===== config.mk =====
export PLATFORM = sky130hd
export DESIGN_NAME = icache
export DESIGN_NICKNAME = d
export VERILOG_FILES = /design/src/rtl/icache.sv
export SDC_FILE = /design/constraint.sdc
export NUM_CORES = 2
export LEC_CHECK = 0
export CORE_ASPECT_RATIO = 1.4
export CORE_UTILIZATION = 25
export CTS_CLUSTER_DIAMETER = 150
export CTS_CLUSTER_SIZE = 12
export DETAILED_ROUTE_END_ITERATION = 16
export PLACE_DENSITY = 0.44
export SYNTH_ARGS = -nofsm -noshare
export SYNTH_HDL_FRONTEND = slang
export SYNTH_SLANG_ARGS = --single-unit

===== constraint.sdc =====
create_clock -name clk -period 6.15 [get_ports clk]
set_input_delay 0.615 -clock clk [delete_from_list [all_inputs] [get_ports clk]]
set_output_delay 0.615 -clock clk [all_outputs]
set_load 0.02 [all_outputs]

===== src/rtl/icache.sv =====
`default_nettype none
// ============================================================================
// Module   : icache
// Purpose  : Direct-mapped, read-only instruction cache between the fetch
//            unit and pmem. Hits answer one cycle after the request handshake;
//            misses refill the whole line word by word from word 0, then
//            replay the lookup. A flush (fence.i) invalidates every line.
// Revision : 1.0 - initial release
// ============================================================================
module icache #(
  parameter int ADDR_WIDTH = 32,
  parameter int DATA_WIDTH = 32,
  parameter int LINE_WORDS = 4,
  parameter int NUM_LINES  = 16
) (
  input  logic                  clk,
  input  logic                  rst_n,
  // fetch unit side
  input  logic                  req_valid_ifu_i,
  input  logic [ADDR_WIDTH-1:0] addr_ifu_i,
  output logic                  req_ready_ifu_o,
  output logic                  rsp_valid_ifu_o,
  output logic [DATA_WIDTH-1:0] instr_ifu_o,
  input  logic                  flush_ifu_i,
  // pmem side
  output logic                  mem_req_valid_o,
  output logic [ADDR_WIDTH-1:0] mem_addr_o,
  input  logic                  mem_req_ready_i,
  input  logic                  mem_rsp_valid_i,
  input  logic [DATA_WIDTH-1:0] mem_dat_i
);

  // Address split: {tag, index, word offset, byte offset(2)}
  localparam int OFF_W = $clog2(LINE_WORDS);
  localparam int IDX_W = $clog2(NUM_LINES);
  localparam int TAG_W = ADDR_WIDTH - IDX_W - OFF_W - 2;
  localparam int WORDS = NUM_LINES * LINE_WORDS;
  localparam logic [OFF_W-1:0] CNT_LAST = OFF_W'(LINE_WORDS - 1);

  typedef enum logic [1:0] {
    S_IDLE        = 2'd0,
    S_LOOKUP      = 2'd1,
    S_REFILL_REQ  = 2'd2,
    S_REFILL_WAIT = 2'd3
  } state_t;

  state_t state_q, state_d;

  // Latched request address, byte offset dropped (instructions are word aligned)
  logic [ADDR_WIDTH-3:0] addr_q;
  logic [OFF_W-1:0]      cnt_q;
  logic [NUM_LINES-1:0]  valid_q;
  logic [TAG_W-1:0]      tag_mem  [NUM_LINES];
  logic [DATA_WIDTH-1:0] data_mem [WORDS];

  // Last driven values of the don't-care outputs, so they hold when inactive
  logic [ADDR_WIDTH-1:0] mem_addr_q;
  logic [DATA_WIDTH-1:0] instr_q;

  // Decoded fields of the latched address
  logic [TAG_W-1:0]      req_tag;
  logic [IDX_W-1:0]      req_idx;
  logic [OFF_W-1:0]      req_off;
  logic                  hit;
  logic [DATA_WIDTH-1:0] hit_word;
  logic [ADDR_WIDTH-1:0] refill_addr;

  // Control strobes produced by the next-state logic
  logic accept;
  logic flush_all;
  logic cnt_clr;
  logic cnt_inc;
  logic word_we;
  logic line_done;

  // The byte offset of the fetch address carries no information here
  logic unused_addr_bits;
  assign unused_addr_bits = ^addr_ifu_i[1:0];

  assign req_tag = addr_q[ADDR_WIDTH-3 -: TAG_W];
  assign req_idx = addr_q[OFF_W +: IDX_W];
  assign req_off = addr_q[0 +: OFF_W];

  assign hit         = valid_q[req_idx] && (tag_mem[req_idx] == req_tag);
  assign hit_word    = data_mem[{req_idx, req_off}];
  assign refill_addr = {req_tag, req_idx, cnt_q, 2'b00};

  // Active outputs come straight from the arrays; otherwise replay last value
  assign instr_ifu_o = rsp_valid_ifu_o ? hit_word    : instr_q;
  assign mem_addr_o  = mem_req_valid_o ? refill_addr : mem_addr_q;

  // Next-state and handshake logic; flush is only honoured where ready is
  // gated (IDLE, LOOKUP-hit), never in the middle of a refill
  always_comb begin
    state_d         = state_q;
    req_ready_ifu_o = 1'b0;
    rsp_valid_ifu_o = 1'b0;
    mem_req_valid_o = 1'b0;
    accept          = 1'b0;
    flush_all       = 1'b0;
    cnt_clr         = 1'b0;
    cnt_inc         = 1'b0;
    word_we         = 1'b0;
    line_done       = 1'b0;
    case (state_q)
      S_IDLE: begin
        req_ready_ifu_o = !flush_ifu_i;
        if (flush_ifu_i) begin
          flush_all = 1'b1;
        end else if (req_valid_ifu_i) begin
          accept  = 1'b1;
          state_d = S_LOOKUP;
        end
      end
      S_LOOKUP: begin
        if (hit) begin
          rsp_valid_ifu_o = 1'b1;
          req_ready_ifu_o = !flush_ifu_i;
          if (req_valid_ifu_i && !flush_ifu_i) begin
            accept = 1'b1;
          end else begin
            state_d = S_IDLE;
          end
        end else begin
          cnt_clr = 1'b1;
          state_d = S_REFILL_REQ;
        end
      end
      S_REFILL_REQ: begin
        mem_req_valid_o = 1'b1;
        if (mem_req_ready_i) begin
          state_d = S_REFILL_WAIT;
        end
      end
      S_REFILL_WAIT: begin
        if (mem_rsp_valid_i) begin
          word_we = 1'b1;
          if (cnt_q == CNT_LAST) begin
            line_done = 1'b1;
            state_d   = S_LOOKUP;
          end else begin
            cnt_inc = 1'b1;
            state_d = S_REFILL_REQ;
          end
        end
      end
      default: state_d = S_IDLE;
    endcase
  end

  // State, request latch, word counter and valid bits (cleared by reset/flush)
  always_ff @(posedge clk or negedge rst_n) begin
    if (!rst_n) begin
      state_q <= S_IDLE;
      addr_q  <= '0;
      cnt_q   <= '0;
      valid_q <= '0;
    end else begin
      state_q <= state_d;
      if (accept) begin
        addr_q <= addr_ifu_i[ADDR_WIDTH-1:2];
      end
      if (cnt_clr) begin
        cnt_q <= '0;
      end else if (cnt_inc) begin
        cnt_q <= cnt_q + OFF_W'(1);
      end
      if (flush_all) begin
        valid_q <= '0;
      end else if (line_done) begin
        valid_q[req_idx] <= 1'b1;
      end
    end
  end

  // Hold registers for the pmem address and the instruction output
  always_ff @(posedge clk or negedge rst_n) begin
    if (!rst_n) begin
      mem_addr_q <= '0;
      instr_q    <= '0;
    end else begin
      if (mem_req_valid_o) begin
        mem_addr_q <= refill_addr;
      end
      if (rsp_valid_ifu_o) begin
        instr_q <= hit_word;
      end
    end
  end

  // Tag and data arrays: no reset, only the valid bits qualify their contents
  always_ff @(posedge clk) begin
    if (word_we) begin
      data_mem[{req_idx, cnt_q}] <= mem_dat_i;
    end
    if (line_done) begin
      tag_mem[req_idx] <= req_tag;
    end
  end

endmodule
`default_nettype wire


# Yosys cells after proc, flatten, opt, wreduce, memory -nomap -nowiden
# Memory sizes are Yosys's and may differ from the RTL's.
# Cells that the tools add are included.
dict set report word_totals {
  ff_bits 114
  ramBits 2432
  n_memories 2
}
dict set report op_classes {
  add_sub_neg 1
  magnitude_cmp 2
  n_eq_ne 10
  muxes 44
  n_bitwise 1
  n_reduce_logical 8
}
# name words width read_ports rd_clocked_by_memory_dff write_ports line_no
set memory_table {}
lappend memory_table {data_mem 64 32 1 0 1 54} ;# logic [DATA_WIDTH-1:0] data_mem [WORDS];
lappend memory_table {tag_mem 16 24 1 0 1 53} ;# logic [TAG_W-1:0] tag_mem [NUM_LINES];
# op n
set ops {}
lappend ops {{32-bit two-way mux} 2}
lappend ops {{16-bit two-way mux} 2}
lappend ops {{1-bit two-way mux} 26}
lappend ops {{24-bit equality test} 1}
lappend ops {{2-bit two-way mux} 9}
lappend ops {{16-bit bitwise OR} 1}
lappend ops {{2-bit inequality test (second input constant)} 4}
lappend ops {{2-bit case mux with 4 select lines} 1}
lappend ops {{2-bit equality test (second input constant)} 3}
lappend ops {{4-bit by 5-bit less-than comparator with 1-bit output (second input constant)} 1}
lappend ops {{5-bit AND reduction} 1}
lappend ops {{1-bit binary-select mux with 4-bit select} 1}
lappend ops {{1-bit demux with 4-bit select} 1}
lappend ops {{4-bit by 1-bit greater-or-equal comparator with 1-bit output (second input constant)} 1}
lappend ops {{1-bit case mux with 2 select lines} 2}
lappend ops {{2-bit nonzero test} 2}
lappend ops {{1-bit logical AND} 3}
lappend ops {{3-bit inequality test (second input constant)} 1}
lappend ops {{2-bit by 1-bit adder with 2-bit output (second input constant)} 1}
lappend ops {{2-bit by 1-bit equality test with 1-bit output (second input constant)} 1}
lappend ops {{2-bit zero test} 1}
lappend ops {{1-bit zero test} 1}

# Depth between registers and ports, before layout
dict set report depth {
  word_depth 7
  mapped_depth 15
}

# Least setup slack after synthesis
# Ideal clock, no wire load.
dict set report synth_path {
  path_type {register to register}
  startpoint {register addr_q[2]}
  endpoint {memory data_mem[48][0] (enable)}
  setup_time_ps 502
  t_arrival_ps 5235
  setup_slack_ps 413
  path_stages_with_launch 11
  n_path_buf 9
  synth_period_minus_slack_ps 5737
  cell_sequence {dfrtp_1 -> buf_4 -> buf_2 -> buf_4 -> buf_2 -> buf_4 -> buf_2 -> buf_2 -> clkbuf_1 -> buf_2 -> nor4_1}
}
# item line_no
set synth_rtl {}
lappend synth_rtl {{from (decl)} 50} ;# logic [ADDR_WIDTH-3:0] addr_q;
lappend synth_rtl {{from (signal assigned)} 161} ;# addr_q <= addr_ifu_i[ADDR_WIDTH-1:2];
lappend synth_rtl {{to (decl)} 54}
# Straight into the memory's write port.

# Worst setup path after layout
dict set report layout_path {
  startpoint {register addr_q[5]}
  endpoint {output port instr_ifu_o[11]}
}
dict set report layout_between {
  elab_chain_cells 6
  word_cells_on_any_way 9
  classes_between {eq/ne: 1; mux: 5; reduce/logical: 1; memory: 2}
}
# item line_no
set layout_rtl {}
lappend layout_rtl {{memory read 16 x 24 bit / 1-bit binary-select mux with 4-bit select (equally long branches)} --}
lappend layout_rtl {{24-bit equality test / 1-bit two-way mux (equally long branches)} 84} ;# assign hit = valid_q[req_idx] && (tag_mem[req_idx] == req_tag);
lappend layout_rtl {{1-bit logical AND} 84}
lappend layout_rtl {{1-bit two-way mux} 116} ;# if (hit) begin
lappend layout_rtl {{1-bit two-way mux} 105} ;# case (state_q)
lappend layout_rtl {{32-bit two-way mux (*)} --}
lappend layout_rtl {{to (decl)} 23} ;# output logic [DATA_WIDTH-1:0] instr_ifu_o,
# Every way passes the cells marked *; elsewhere a longest branch is shown, timed or not. The select of a mux whose other input is x is not followed.

==> results.txt <==
----------------------------------------------------
[Clocking]
  Maximum level of the CTS H-tree ... 4
  Maximum clock path buffer count ... 4
  Number of sinks driven by the clock tree ... 2546
  Total CTS buffers ... 234
  Clock insertion delay at the later pin of the skew report ... 0.94 ns
  TritonCTS clock tree ... built
  Post-CTS clock slew at the launch and capture registers of the worst setup and hold paths ... 0.06 ns
  Root buf cell ... sky130_fd_sc_hd__clkbuf_16

[Finish]
  Register Area ... 75900 sq um
  Filler instances ... 38000
  Area growth from synthesis to layout ... 16.6%
  Multi-input gate area ... 21700 sq um
  Total Nets Final ... 4721
  Fraction of final layout cells with drive strength greater than 1 ... 30.1%

[Route]
  Routed WL ... 303000 um
  Routed WL per cell ... 30.4 um
  DR iter-0 viols ... 4215
  Via count ... 46500
  Post-detailed-route count of antenna-violating nets ... 0
  Number of DRC violations after detailed routing ... 0
  Length of the first detailed-routing pass in iterations ... 5
  Detail-routed via count per cell ... 4.66

[Setup path]
  Endpoint of the lowest-slack register-to-register path ... addr_q[17]
  Setup crit start kind ... flip-flop
  Nature of the critical path endpoint ... output pin
  Launching point of the worst reg2reg path ... addr_q[3]
  Data arrival time of the critical path ... 5.36 ns
  Slack of the worst reg-to-reg path ... 1.67 ns
  Critical path data required time ... 5.53 ns
  Largest driver fanout on the critical path ... 28
  Type of the worst setup path ... reg2out
  Depth of the most critical reg-to-reg path ... 11

[Timing]
  Clock skew after layout ... 0.0891 ns
  Crit path time final ... 5.98 ns
  TNS Setup ... 0 ns
  Maximum clock rate ... 0.167 GHz
  Normalized max-slew margin ... 11.1%
  Final Cycle Share ... 97.2%
  Tightest hold margin ... 0.285 ns
  Max Transition Viols Final ... 0
  Final Setup Violations ... 0
  RSZ-0062 raised after global routing ... false
  Final Hold Violating Endpoints ... 0
  Post-layout worst setup margin ... 0.171 ns
  Slew at the pin closest to its max-slew limit ... 1.33 ns

[Synthesis]
  FF+latch count, synth ... 2546
  Average instance area after synthesis ... 23.1 sq um
  FFs w/ async S/R, synth ... 4.48%
  Count of flip-flops with a built-in enable after synthesis ... 2432
  YS warnings ... 0
  Number of standard cells after synthesis ... 4254
  Syn Std Cell Area ... 98100 sq um
  Yosys cell types ... 70
  Most instantiated flip-flop cell in the synthesis netlist ... sky130_fd_sc_hd__edfxtp_1
  Number of nets in the synthesized netlist ... 4325
  Sequential fraction of the synthesis area ... 77.3%

[Power and ir drop]
  Peak supply drop ... 0.288 mV
  Power Total ... 50.2 mW
  Static Leak ... 34.9 nW
  Pwr/cell area ... 439 nW/um^2

[GRT]
  First-pass GRT wire length ... 416000 um
  Remaining global-route overflow ... 0
  Pin count of the biggest net entering global routing ... 65
  Number of antenna violations at the first check in global routing ... 25
  Overall routing resource usage ... 15.1%
  Via count of the first global-routing pass ... 49000

[Floorplanning]
  Height of the die ... 743 um
  Die area ... 395000 sq um
  FP Rows ... 271
  Top-level port count ... 137
  Core Box Area ... 390000 sq um
  Overall die width ... 531 um
  Effective utilization at floorplan ... 25.2%

[Hold path]
  Classification of the worst-slack hold path ... in2async

[Placement]
  Pre-CTS worst setup slack ... 0.834 ns
  Number of port buffers ... 134
  HPWL after detailed placement ... 175000 um
  Final estimated routing congestion in global placement ... 0.766

[Run]
  Max-cap check violation count ... 0

[Status]
  Outcome ... finished clean

----------------------------------------------------
==> per-stage QoR <==
step / area (sq um) / instances / utilization (%)
after floorplan: 98100 / 4254 / -
after global placement: 108000 / 9588 / 27.6
after detailed placement: 108000 / 9588 / 27.6
after CTS: 114000 / 9943 / 29.3
after global routing: 114000 / 9954 / 29.3
final: 114000 / 9962 / 29.3
==> placed cells by master, fill, tap and decap left out, types with 69 or more instances in the layout <==
| master | synthesis | layout |
|---|---|---|
| sky130_fd_sc_hd__clkbuf_1 | 117 | 105 |
| sky130_fd_sc_hd__dfrtp_1 | 114 | 108 |
| sky130_fd_sc_hd__buf_4 | 8 | 214 |
| sky130_fd_sc_hd__nor2_4 | 0 | 69 |
| sky130_fd_sc_hd__edfxtp_1 | 2432 | 2432 |
| sky130_fd_sc_hd__mux4_2 | 674 | 674 |
| sky130_fd_sc_hd__clkbuf_16 | 0 | 237 |
| sky130_fd_sc_hd__nand2_1 | 99 | 99 |
| sky130_fd_sc_hd__clkdlybuf4s50_1 | 0 | 95 |
| sky130_fd_sc_hd__mux2i_1 | 119 | 119 |
==> layer usage <==
| layer | share of wire (%) | GRT usage [%] | vias up |
|---|---|---|---|
| met5 | 0.017 | 0 | - |
| met4 | 2.1 | 3.29 | 8 |
| met3 | 4.2 | 2.07 | 350 |
| met2 | 53 | 27.4 | 1083 |
| met1 | 41 | 19.0 | 26200 |
| li1 | - | - | 18800 |
==> kinds of logic (layout without fill, tap and decap cells) <==
group	Yosys count	after routing	share of synthesized area [%]
multiplexers	905	905	18.2
AND/OR/NAND/NOR	310	310	1.50
AO/OA/AOI/OAI	215	215	1.51
adder cells (fa/ha/maj)	1	1	0.0127
other	0	9	0
XOR/XNOR	33	33	0.295
flip-flops	2546	2546	77.3
buffers and inverters	244	756	1.16
==> registers in the layout, summed over array words and instances (netlist names) <==
register and count:
instr_q 32, cnt_q 2, valid_q 16, tag_mem 384
data_mem 2048, addr_q 30, mem_addr_q 32, state_q 2
==> where the power goes <==
| part | leakage, nW | internal [mW] | switching (mW) |
|---|---|---|---|
| sequential | 23.4 | 20.0 | 0.749 |
| combinational | 8.37 | 6.82 | 9.30 |
| clock | 3.12 | 7.03 | 6.37 |
==> layout make-up <==
type                    count  area share (%)
diodes                      9          0.0197
flip-flops and latches   2546            66.3
clock inverters            10           0.154
inverters                   9          0.0339
repair buffers            395            3.30
clock buffers             342            5.53
multi-input cells        1464            19.0
well taps                5187            5.67
==> cell usage after synthesis (8+ instances only) <==
cell type | count | share of area, %
sky130_fd_sc_hd__a21oi_1 | 26 | 0.13
sky130_fd_sc_hd__a221oi_1 | 8 | 0.071
sky130_fd_sc_hd__a22oi_1 | 30 | 0.23
sky130_fd_sc_hd__a32oi_1 | 10 | 0.089
sky130_fd_sc_hd__and2_1 | 10 | 0.064
sky130_fd_sc_hd__and3_1 | 10 | 0.064
sky130_fd_sc_hd__buf_1 | 30 | 0.11
sky130_fd_sc_hd__buf_2 | 66 | 0.34
sky130_fd_sc_hd__buf_4 | 8 | 0.061
sky130_fd_sc_hd__buf_6 | 14 | 0.16
sky130_fd_sc_hd__clkbuf_1 | 117 | 0.45
sky130_fd_sc_hd__dfrtp_1 | 114 | 2.9
sky130_fd_sc_hd__edfxtp_1 | 2432 | 74
sky130_fd_sc_hd__mux2_2 | 52 | 0.60
sky130_fd_sc_hd__mux2_4 | 58 | 0.89
sky130_fd_sc_hd__mux2i_1 | 119 | 1.2
sky130_fd_sc_hd__mux4_2 | 674 | 15
sky130_fd_sc_hd__nand2_1 | 99 | 0.38
sky130_fd_sc_hd__nand3_1 | 24 | 0.12
sky130_fd_sc_hd__nor2_1 | 98 | 0.37
sky130_fd_sc_hd__nor3_1 | 16 | 0.082
sky130_fd_sc_hd__nor4_1 | 11 | 0.070
sky130_fd_sc_hd__o21a_1 | 18 | 0.14
sky130_fd_sc_hd__o21ai_0 | 40 | 0.20
sky130_fd_sc_hd__o22ai_1 | 27 | 0.17
sky130_fd_sc_hd__xnor2_1 | 18 | 0.16
sky130_fd_sc_hd__xor2_1 | 15 | 0.13
==> worst max-delay path: stages (launching register included) <==
cell and delay [ns]:
sky130_fd_sc_hd__dfrtp_4 0.65, sky130_fd_sc_hd__nand2b_1 0.36, sky130_fd_sc_hd__buf_4 0.26, sky130_fd_sc_hd__o22ai_1 0.28, sky130_fd_sc_hd__nor4_1 0.10, sky130_fd_sc_hd__or4_1 0.50
sky130_fd_sc_hd__nor4_2 0.42, sky130_fd_sc_hd__and4b_1 0.33, sky130_fd_sc_hd__nand4b_4 0.20, sky130_fd_sc_hd__buf_12 0.25, sky130_fd_sc_hd__mux2_4 0.39, sky130_fd_sc_hd__clkdlybuf4s50_1 0.58
==> timing repair <==
action	4_1_cts	5_1_grt
buffers inserted	2	10
resized for setup	0	3
hold buffers	1	0
cloned	0	0
pin swaps	0	0
setup endpoints to repair	22	22
endpoints found under the hold margin	52	0
==> worst max path at each step <==
| stage | from | to | slack, ns |
|---|---|---|---|
| floorplan | addr_q[2] | data_mem[48][0] | 0.41 |
| global placement | addr_q[3] | instr_ifu_o[11] | 0.79 |
| detailed placement | addr_q[3] | instr_ifu_o[11] | 0.83 |
| CTS | addr_q[4] | instr_ifu_o[11] | 0.006 |
| global route | addr_q[4] | instr_ifu_o[11] | 0.009 |
| finish | addr_q[5] | instr_ifu_o[11] | 0.17 |
(Power assumes the default switching activity.)
